`src/rtl/seven_seg_scan_reader.sv`:
```
// seven_seg_scan_reader
// Samples a multiplexed, active-low seven-segment bus, turns every settled
// digit strobe back into a BCD code and assembles a multi-digit frame.
// A frame is published only after MATCH_FRAMES identical complete scans.
module seven_seg_scan_reader #(
  parameter int NUM_DIGITS     = 4,
  parameter int SETTLE_CYCLES  = 4,
  parameter int MATCH_FRAMES   = 2,
  parameter int TIMEOUT_CYCLES = 1024
) (
  input  logic                    clk,
  input  logic                    rst_n,
  input  logic [6:0]              seg_in,
  input  logic [NUM_DIGITS-1:0]   an_in,
  output logic [4*NUM_DIGITS-1:0] bcd_out,
  output logic [NUM_DIGITS-1:0]   digit_err,
  output logic                    frame_valid,
  output logic                    timeout
);

  localparam int SET_W = $clog2(SETTLE_CYCLES + 1);
  localparam int MCH_W = $clog2(MATCH_FRAMES + 1);
  localparam int IDL_W = $clog2(TIMEOUT_CYCLES + 1);
  localparam logic [SET_W-1:0]        SETTLE_MAX = SET_W'(SETTLE_CYCLES);
  localparam logic [MCH_W-1:0]        MATCH_MAX  = MCH_W'(MATCH_FRAMES);
  localparam logic [IDL_W-1:0]        IDLE_MAX   = IDL_W'(TIMEOUT_CYCLES);
  localparam logic [NUM_DIGITS-1:0]   ALL_SET    = {NUM_DIGITS{1'b1}};
  localparam logic [NUM_DIGITS-1:0]   NONE_SET   = {NUM_DIGITS{1'b0}};
  localparam logic [4*NUM_DIGITS-1:0] BLANK_BCD  = {NUM_DIGITS{4'hF}};

  typedef enum logic [1:0] {
    ST_WAIT   = 2'd0,
    ST_SETTLE = 2'd1,
    ST_HOLD   = 2'd2
  } state_t;

  // Segment pattern {g..a} to {err, code}; blank is legal and reads as F.
  function automatic logic [4:0] decode_seg(input logic [6:0] pat);
    logic [4:0] res;
    case (pat)
      7'b1000000: res = {1'b0, 4'h0};
      7'b1111001: res = {1'b0, 4'h1};
      7'b0100100: res = {1'b0, 4'h2};
      7'b0110000: res = {1'b0, 4'h3};
      7'b0011001: res = {1'b0, 4'h4};
      7'b0010010: res = {1'b0, 4'h5};
      7'b0000010: res = {1'b0, 4'h6};
      7'b1111000: res = {1'b0, 4'h7};
      7'b0000000: res = {1'b0, 4'h8};
      7'b0010000: res = {1'b0, 4'h9};
      7'b1111111: res = {1'b0, 4'hF};
      default:    res = {1'b1, 4'hE};
    endcase
    return res;
  endfunction

  // A strobe is legal only when exactly one anode line is low.
  function automatic logic strobe_legal(input logic [NUM_DIGITS-1:0] an);
    logic seen;
    logic multi;
    seen  = 1'b0;
    multi = 1'b0;
    for (int i = 0; i < NUM_DIGITS; i++) begin
      multi = multi | (seen & ~an[i]);
      seen  = seen | ~an[i];
    end
    return seen & ~multi;
  endfunction

  logic [6:0]              seg_s1_r, seg_s2_r, trk_seg_r;
  logic [NUM_DIGITS-1:0]   an_s1_r, an_s2_r, trk_an_r;
  state_t                  state_r, fsm_nxt_s, start_state_s, state_nxt_s;
  logic [SET_W-1:0]        settle_cnt_r, settle_nxt_s;
  logic [6:0]              trk_seg_nxt_s;
  logic [NUM_DIGITS-1:0]   trk_an_nxt_s;
  logic                    legal_s, same_s, start_capture_s, capture_s;
  logic [4:0]              dec_s;
  logic [NUM_DIGITS-1:0]   mask_r, mask_nxt_s;
  logic [4*NUM_DIGITS-1:0] slot_bcd_r, slot_bcd_nxt_s, last_bcd_r;
  logic [NUM_DIGITS-1:0]   slot_err_r, slot_err_nxt_s, last_err_r;
  logic                    last_valid_r, frame_done_s, frame_eq_s;
  logic [MCH_W-1:0]        match_cnt_r, match_nxt_s;
  logic [IDL_W-1:0]        idle_cnt_r, idle_nxt_s;
  logic                    tmo_fire_s, pend_r, publish_s;

  assign legal_s = strobe_legal(an_s2_r);
  assign dec_s   = decode_seg(seg_s2_r);
  assign same_s  = (an_s2_r == trk_an_r) && (seg_s2_r == trk_seg_r);

  // Two-flop synchronizer for the asynchronous segment and anode lines.
  always_ff @(posedge clk or negedge rst_n) begin
    if (!rst_n) begin
      seg_s1_r <= 7'h7F;
      seg_s2_r <= 7'h7F;
      an_s1_r  <= ALL_SET;
      an_s2_r  <= ALL_SET;
    end else begin
      seg_s1_r <= seg_in;
      seg_s2_r <= seg_s1_r;
      an_s1_r  <= an_in;
      an_s2_r  <= an_s1_r;
    end
  end

  // Outcome of evaluating the current strobe as a fresh start (WAIT behaviour).
  always_comb begin
    if (legal_s && (SETTLE_CYCLES == 1)) begin
      start_state_s   = ST_HOLD;
      start_capture_s = 1'b1;
    end else if (legal_s) begin
      start_state_s   = ST_SETTLE;
      start_capture_s = 1'b0;
    end else begin
      start_state_s   = ST_WAIT;
      start_capture_s = 1'b0;
    end
  end

  // Scan FSM next state: qualify a settled strobe and decide when to capture.
  always_comb begin
    fsm_nxt_s     = state_r;
    trk_an_nxt_s  = trk_an_r;
    trk_seg_nxt_s = trk_seg_r;
    settle_nxt_s  = settle_cnt_r;
    capture_s     = 1'b0;
    case (state_r)
      ST_WAIT: begin
        fsm_nxt_s     = start_state_s;
        capture_s     = start_capture_s;
        trk_an_nxt_s  = an_s2_r;
        trk_seg_nxt_s = seg_s2_r;
        settle_nxt_s  = SET_W'(1);
      end
      ST_SETTLE: begin
        if (same_s) begin
          settle_nxt_s = settle_cnt_r + SET_W'(1);
          if (settle_nxt_s == SETTLE_MAX) begin
            capture_s = 1'b1;
            fsm_nxt_s = ST_HOLD;
          end else begin
            fsm_nxt_s = ST_SETTLE;
          end
        end else begin
          fsm_nxt_s     = start_state_s;
          capture_s     = start_capture_s;
          trk_an_nxt_s  = an_s2_r;
          trk_seg_nxt_s = seg_s2_r;
          settle_nxt_s  = SET_W'(1);
        end
      end
      ST_HOLD: begin
        // A changed strobe is handled as WAIT in this same cycle.
        if (an_s2_r != trk_an_r) begin
          fsm_nxt_s     = start_state_s;
          capture_s     = start_capture_s;
          trk_an_nxt_s  = an_s2_r;
          trk_seg_nxt_s = seg_s2_r;
          settle_nxt_s  = SET_W'(1);
        end else begin
          fsm_nxt_s = ST_HOLD;
        end
      end
      default: begin
        fsm_nxt_s = ST_WAIT;
      end
    endcase
  end

  // A capture resets the idle counter, so a timeout can only fire without one.
  assign tmo_fire_s  = !capture_s && (mask_r != NONE_SET) && (idle_cnt_r != IDLE_MAX) &&
                       ((idle_cnt_r + IDL_W'(1)) == IDLE_MAX);
  assign state_nxt_s = tmo_fire_s ? ST_WAIT : fsm_nxt_s;

  // Frame slot update: write the decoded digit into the strobed slot.
  always_comb begin
    mask_nxt_s     = mask_r;
    slot_bcd_nxt_s = slot_bcd_r;
    slot_err_nxt_s = slot_err_r;
    for (int i = 0; i < NUM_DIGITS; i++) begin
      mask_nxt_s[i]         = mask_r[i] | (capture_s & ~an_s2_r[i]);
      slot_bcd_nxt_s[4*i+:4] = (capture_s & ~an_s2_r[i]) ? dec_s[3:0] : slot_bcd_r[4*i+:4];
      slot_err_nxt_s[i]     = (capture_s & ~an_s2_r[i]) ? dec_s[4] : slot_err_r[i];
    end
  end

  assign frame_done_s = capture_s && (mask_nxt_s == ALL_SET);
  assign frame_eq_s   = last_valid_r &&
                        ({slot_bcd_nxt_s, slot_err_nxt_s} == {last_bcd_r, last_err_r});

  // Match counter: count consecutive identical frames, saturating at MATCH_FRAMES.
  always_comb begin
    if (frame_done_s) begin
      if (frame_eq_s) begin
        match_nxt_s = (match_cnt_r == MATCH_MAX) ? match_cnt_r : match_cnt_r + MCH_W'(1);
      end else begin
        match_nxt_s = MCH_W'(1);
      end
    end else if (tmo_fire_s) begin
      match_nxt_s = {MCH_W{1'b0}};
    end else begin
      match_nxt_s = match_cnt_r;
    end
  end

  // Idle counter: cleared by a capture, otherwise counts up and saturates.
  always_comb begin
    if (capture_s) begin
      idle_nxt_s = {IDL_W{1'b0}};
    end else if (idle_cnt_r == IDLE_MAX) begin
      idle_nxt_s = idle_cnt_r;
    end else begin
      idle_nxt_s = idle_cnt_r + IDL_W'(1);
    end
  end

  assign publish_s = pend_r && (match_cnt_r == MATCH_MAX) &&
                     ({last_bcd_r, last_err_r} != {bcd_out, digit_err});

  // Scan FSM state register and strobe tracking.
  always_ff @(posedge clk or negedge rst_n) begin
    if (!rst_n) begin
      state_r      <= ST_WAIT;
      trk_an_r     <= ALL_SET;
      trk_seg_r    <= 7'h7F;
      settle_cnt_r <= {SET_W{1'b0}};
    end else begin
      state_r      <= state_nxt_s;
      trk_an_r     <= trk_an_nxt_s;
      trk_seg_r    <= trk_seg_nxt_s;
      settle_cnt_r <= settle_nxt_s;
    end
  end

  // Frame assembly, last-frame store, match and idle bookkeeping.
  always_ff @(posedge clk or negedge rst_n) begin
    if (!rst_n) begin
      mask_r       <= NONE_SET;
      slot_bcd_r   <= BLANK_BCD;
      slot_err_r   <= NONE_SET;
      last_bcd_r   <= BLANK_BCD;
      last_err_r   <= NONE_SET;
      last_valid_r <= 1'b0;
      match_cnt_r  <= {MCH_W{1'b0}};
      idle_cnt_r   <= {IDL_W{1'b0}};
      pend_r       <= 1'b0;
    end else begin
      slot_bcd_r  <= slot_bcd_nxt_s;
      slot_err_r  <= slot_err_nxt_s;
      match_cnt_r <= match_nxt_s;
      idle_cnt_r  <= idle_nxt_s;
      pend_r      <= frame_done_s;
      if (frame_done_s) begin
        mask_r       <= NONE_SET;
        last_bcd_r   <= slot_bcd_nxt_s;
        last_err_r   <= slot_err_nxt_s;
        last_valid_r <= 1'b1;
      end else if (tmo_fire_s) begin
        mask_r <= NONE_SET;
      end else begin
        mask_r <= mask_nxt_s;
      end
    end
  end

  // Registered outputs: publish a confirmed new frame, pulse on timeout.
  always_ff @(posedge clk or negedge rst_n) begin
    if (!rst_n) begin
      bcd_out     <= BLANK_BCD;
      digit_err   <= NONE_SET;
      frame_valid <= 1'b0;
      timeout     <= 1'b0;
    end else begin
      frame_valid <= publish_s;
      timeout     <= tmo_fire_s;
      if (publish_s) begin
        bcd_out   <= last_bcd_r;
        digit_err <= last_err_r;
      end
    end
  end

endmodule

```
`config.mk`:
```
export PLATFORM = sky130hd
export DESIGN_NAME = seven_seg_scan_reader
export DESIGN_NICKNAME = d
export VERILOG_FILES = /design/src/rtl/seven_seg_scan_reader.sv
export SDC_FILE = /design/constraint.sdc
export NUM_CORES = 1
export LEC_CHECK = 0
export BUFFER_PORTS_ARGS = -buffer_cell sky130_fd_sc_hd__buf_2
export CORE_MARGIN = 2
export CORE_UTILIZATION = 45
export CTS_CLUSTER_SIZE = 14
export DETAILED_ROUTE_END_ITERATION = 12
export MAX_ROUTING_LAYER = met4
export SLEW_MARGIN = 30
export SYNTH_ARGS = -nofsm -noshare
export SYNTH_HDL_FRONTEND = slang
export SYNTH_SLANG_ARGS = --single-unit
```
`constraint.sdc`:
```
create_clock -name clk -period 3 [get_ports clk]
set_input_delay 0.15 -clock clk [delete_from_list [all_inputs] [get_ports clk]]
set_output_delay 0.15 -clock clk [all_outputs]
set_load 0.01 [all_outputs]
```
==> results_dict.tcl <==
set metrics [dict create \
    synth_edf_count 0 \
    floorplan.core_area_sq_um 12620 \
    timing.rr.end "match_cnt_r[1]$_DFFE_PN0P_" \
    drt-initial-drc-count 206 \
    max_slew_margin_pct 45.85 \
    cp-startpoint "an_s2_r[2]$_DFF_PN1_" \
    hold_viol_final 0 \
    arrival_ps 3350 \
    postLayoutCellArea_sq_um 7585 \
    sw_frac_of_total_pct 21.32 \
    timing.critical_path.required_ps 3360 \
    cts_root_buffer "clkbuf_16" \
    regToRegSetupSlack_ps 10 \
    internal_power_mw 3.130 \
    worstSetupPathType "reg -> reg" \
    power.share.combinational_pct 4.6 \
    post_dp_cell_area_sq_um 6460 \
    die_width_microns 117.7 \
    worst_pin_slew_ps 804.8 \
    place.detailed.instances 754 \
    ff2ff_path_depth 10 \
    crit_path_max_incr_delay_ps 610 \
    design.portCount 35 \
    fillCellCount 1073 \
    run_status "completed" \
    holdWs_ps 295.9 \
    synthFlopType "dfstp_2" \
    synth-compound-area-share_pct 10.82 \
    timing.rr.start "an_s2_r[2]$_DFF_PN1_" \
    ys_async_sr_fraction_pct 100.0 \
    power.share.clock_pct 53.3 \
    antenna_cells_inserted 0 \
    post_synth_mux_area_share_pct 8.086 \
    ys_seq_elements 119 \
    postLayoutCoreUtil_pct 60.10 \
    unrepaired_setup_endpoints_after_global_routing "true" \
    rows 41 \
    avgRoutedWirePerCell_microns 17.30 \
    synth.cell_area_sq_um 5818 \
    synth-warning-count 0 \
    timing.critical_path.fanout_max 3 \
    multi_input_comb_area_sq_um 2716 \
    antenna_found_initial 0 \
    yosys.area_share.adder_pct 1.290 \
    finalNonFillerCells 819 \
    layout.area.seq_sq_um 3079 \
    fmaxAchievable_ghz 0.3349 \
    timing.hold.worst.class "in -> async" \
    globalRouteTotalUtil_pct 22.05 \
    clock_latency_ps 420 \
    globalRouteMet3Util_pct 4.167 \
    dpl_worst_slack_ps -58.67 \
    worstPathCellList "xnor2_2 > nand4_2 > or4_4 > nor2_4 > mux2_4 > a2111oi_4 > nand4_1 > buf_4 > a2111oi_4 > a21o_1" \
    synth_simple_gate_area_share_pct 13.35 \
    post-layout-total-power_mw 3.977 \
    critical_path.startpoint_type "flip-flop" \
    drc_errors 0 \
    endpoint "match_cnt_r[1]$_DFFE_PN0P_" \
    floorplan.die.height_microns 117.7 \
    area_growth_synth_to_finish_pct 30.37 \
    synth_top_family_by_area "simple AND/OR/NAND/NOR gates" \
    clock_sinks 119 \
    worstSetupEndpointType "flip-flop" \
    setup_ws_ps 13.90 \
    sequential_share_of_power_pct 42.2 \
    via_count_of_the_first_global_routing_pass 4304 \
    drv.max_cap_violation_count 0 \
    grt_start_max_net_pins 70 \
    cp_slowest_cell "or4_4" \
    power.switching_uw 847.8 \
    max-clock-path-buffers 2 \
    met1_usage_pct 28.68 \
    top_usage_layer "met2" \
    synth_nets 547 \
    clk_pin_slew_ps 60 \
    portBuffers 34 \
    drtPass1Iterations 4 \
    met2_usage_pct 33.98 \
    detail_route.wirelength_mm 14.17 \
    effective_utilization_at_floorplan_pct 46.10 \
    sequential_element_share_of_the_synthesized_area_pct 52.92 \
    netlist_instances 528 \
    cpMostUsedCell "a2111oi_4" \
    finalClockSkew_ps 4.382 \
    period_minus_slack_ps 2986 \
    setup_violations 0 \
    design.final.nets 653 \
    overall_die_area_sq_um 13850 \
    setup_tns_ps 0 \
    grt_first_pass_wirelength_mm 22.91 \
    cts_tree "yes" \
    global_route.overflow_total 0 \
    min_period_over_period_pct 99.54 \
    final_replace_weighted_congestion 0.9302 \
    synth-xor-area-share_pct 8.925 \
    num_vias 4354 \
    power-per-cell-area_nw_per_um2 524.4 \
    post_route_cells_drive_above_1_share_pct 45.13 \
    power.static_leakage_nw 3.292 \
    tritoncts.num_buffers 17 \
    final-max-slew-violation-count 0 \
    place_hpwl_mm 9.950 \
    syn-mean-instance-area_sq_um 11.02 \
    cts_max_level 4 \
    synth.distinct_cells 65 \
    via_cell_ratio 5.316 \
    route.antenna.remaining_nets 0 \
    vdd.ir_drop.worst_v 0.0004902 \
]
==> cell usage after synthesis, drive strengths merged, types with 3 or more instances <==
library cell | number | share of area (%)
mux2 | 32 | 6.2
o22ai | 4 | 0.43
a32o | 3 | 0.52
dfstp | 81 | 37
o21a | 5 | 0.65
a221oi | 3 | 0.45
nand2 | 38 | 2.5
nor3 | 10 | 0.86
inv | 38 | 2.5
dfrtp | 38 | 16
ha | 6 | 1.3
o21ai | 36 | 3.1
a21oi | 13 | 1.1
o31ai | 3 | 0.39
nand3 | 15 | 1.4
and3 | 3 | 0.32
nor2 | 41 | 3.2
xnor2 | 40 | 6.7
buf | 11 | 1.3
mux2i | 11 | 1.9
clkbuf | 13 | 0.86
nor4 | 13 | 1.4
a31oi | 4 | 0.43
nand4 | 10 | 1.3
xor2 | 15 | 2.3
nor2b | 4 | 0.43
==> placed cells by master, fill, tap and decap left out, types with 4 or more instances in the layout <==
cell	instances
clkinv_2	4
mux2i_1	5
o21a_1	5
dfrtp_1	38
buf_2	33
nand4_1	8
xor2_1	15
inv_1	37
nor4_2	4
mux2_2	31
nor2b_1	4
o21ai_1	4
nand3_1	14
o22ai_1	4
nand2_1	38
nor2_1	36
a21oi_1	12
clkbuf_16	18
dlygate4sd3_1	12
nor3_1	10
o21ai_0	32
dfstp_2	81
xnor2_2	9
xnor2_1	31
buf_4	61
ha_1	6
nor4_1	8
==> power by group through the flow <==
stage | registers (mW) | clock network [mW] | logic [mW]
after floorplan | 1.69 | 0 | 0.0887
after global placement | 1.70 | 0 | 0.136
after detailed placement | 1.70 | 0 | 0.139
after CTS | 1.68 | 2.16 | 0.161
after global routing | 1.68 | 2.25 | 0.201
final | 1.68 | 2.12 | 0.182
==> routing by layer <==
layer,up-vias,wire length [microns]
met4,0,255
met1,2205,6475
li1,2056,-
met2,74,6932
met5,-,0
met3,19,507
==> worst min-delay path by stage <==
stage / start / to / depth (start not counted)
2_1_floorplan: rst_n / digit_err[0]$_DFFE_PN0P_ / 0
3_3_place_gp: seg_in[5] / seg_s1_r[5]$_DFF_PN1_ / 1
3_5_place_dp: seg_in[5] / seg_s1_r[5]$_DFF_PN1_ / 1
4_1_cts: an_in[3] / an_s1_r[3]$_DFF_PN1_ / 2
5_1_grt: seg_s1_r[3]$_DFF_PN1_ / seg_s2_r[3]$_DFF_PN1_ / 0
6_report: rst_n / settle_cnt_r[0]$_DFFE_PN0P_ / 2
==> final cells by class <==
cell class / instances / share of cell area [%]
Clock buffer: 21 / 6.351
Timing Repair Buffer: 111 / 10.62
Tap cell: 172 / 2.837
Multi-Input combinational cell: 347 / 35.81
Sequential cell: 119 / 40.60
Inverter: 38 / 1.881
Clock inverter: 11 / 1.897
==> worst max-delay path: cells and delay by family (launching register included) <==
| family | cells | cell delay (ps) |
|---|---|---|
| and+or+nand+nor | 4 | 1130 |
| buffers and inverters | 1 | 200 |
| xor gates and xnor gates | 1 | 120 |
| muxes | 1 | 330 |
| AOI/OAI and AO/OA | 3 | 570 |
| DFF | 1 | 570 |
==> state kept, by name (all words and copies together), names as in the netlist, 2 cells and up <==
name,flops
bcd_out,16
last_bcd_r,16
slot_bcd_r,16
idle_cnt_r,11
seg_s1_r,7
seg_s2_r,7
trk_seg_r,7
an_s1_r,4
an_s2_r,4
digit_err,4
last_err_r,4
mask_r,4
slot_err_r,4
trk_an_r,4
settle_cnt_r,3
match_cnt_r,2
state_r,2
==> what timing repair did <==
action	CTS	global route
pin swaps	3	14
setup buffers	8	13
hold endpoints to repair	37	0
resized for setup	3	41
endpoints found under the setup margin	2	2
hold buffers	12	0
==> kinds of logic (layout without fill, tap and decap cells) <==
logic type	after synthesis	count (layout)
buffers and inverters	62	181
adders and majority gates	6	6
xor gates and xnor gates	55	55
AOI/OAI and AO/OA	95	95
and+or+nand+nor	148	148
DFF	119	119
muxes	43	43
Note: power is estimated with default switching activity, not from simulation.
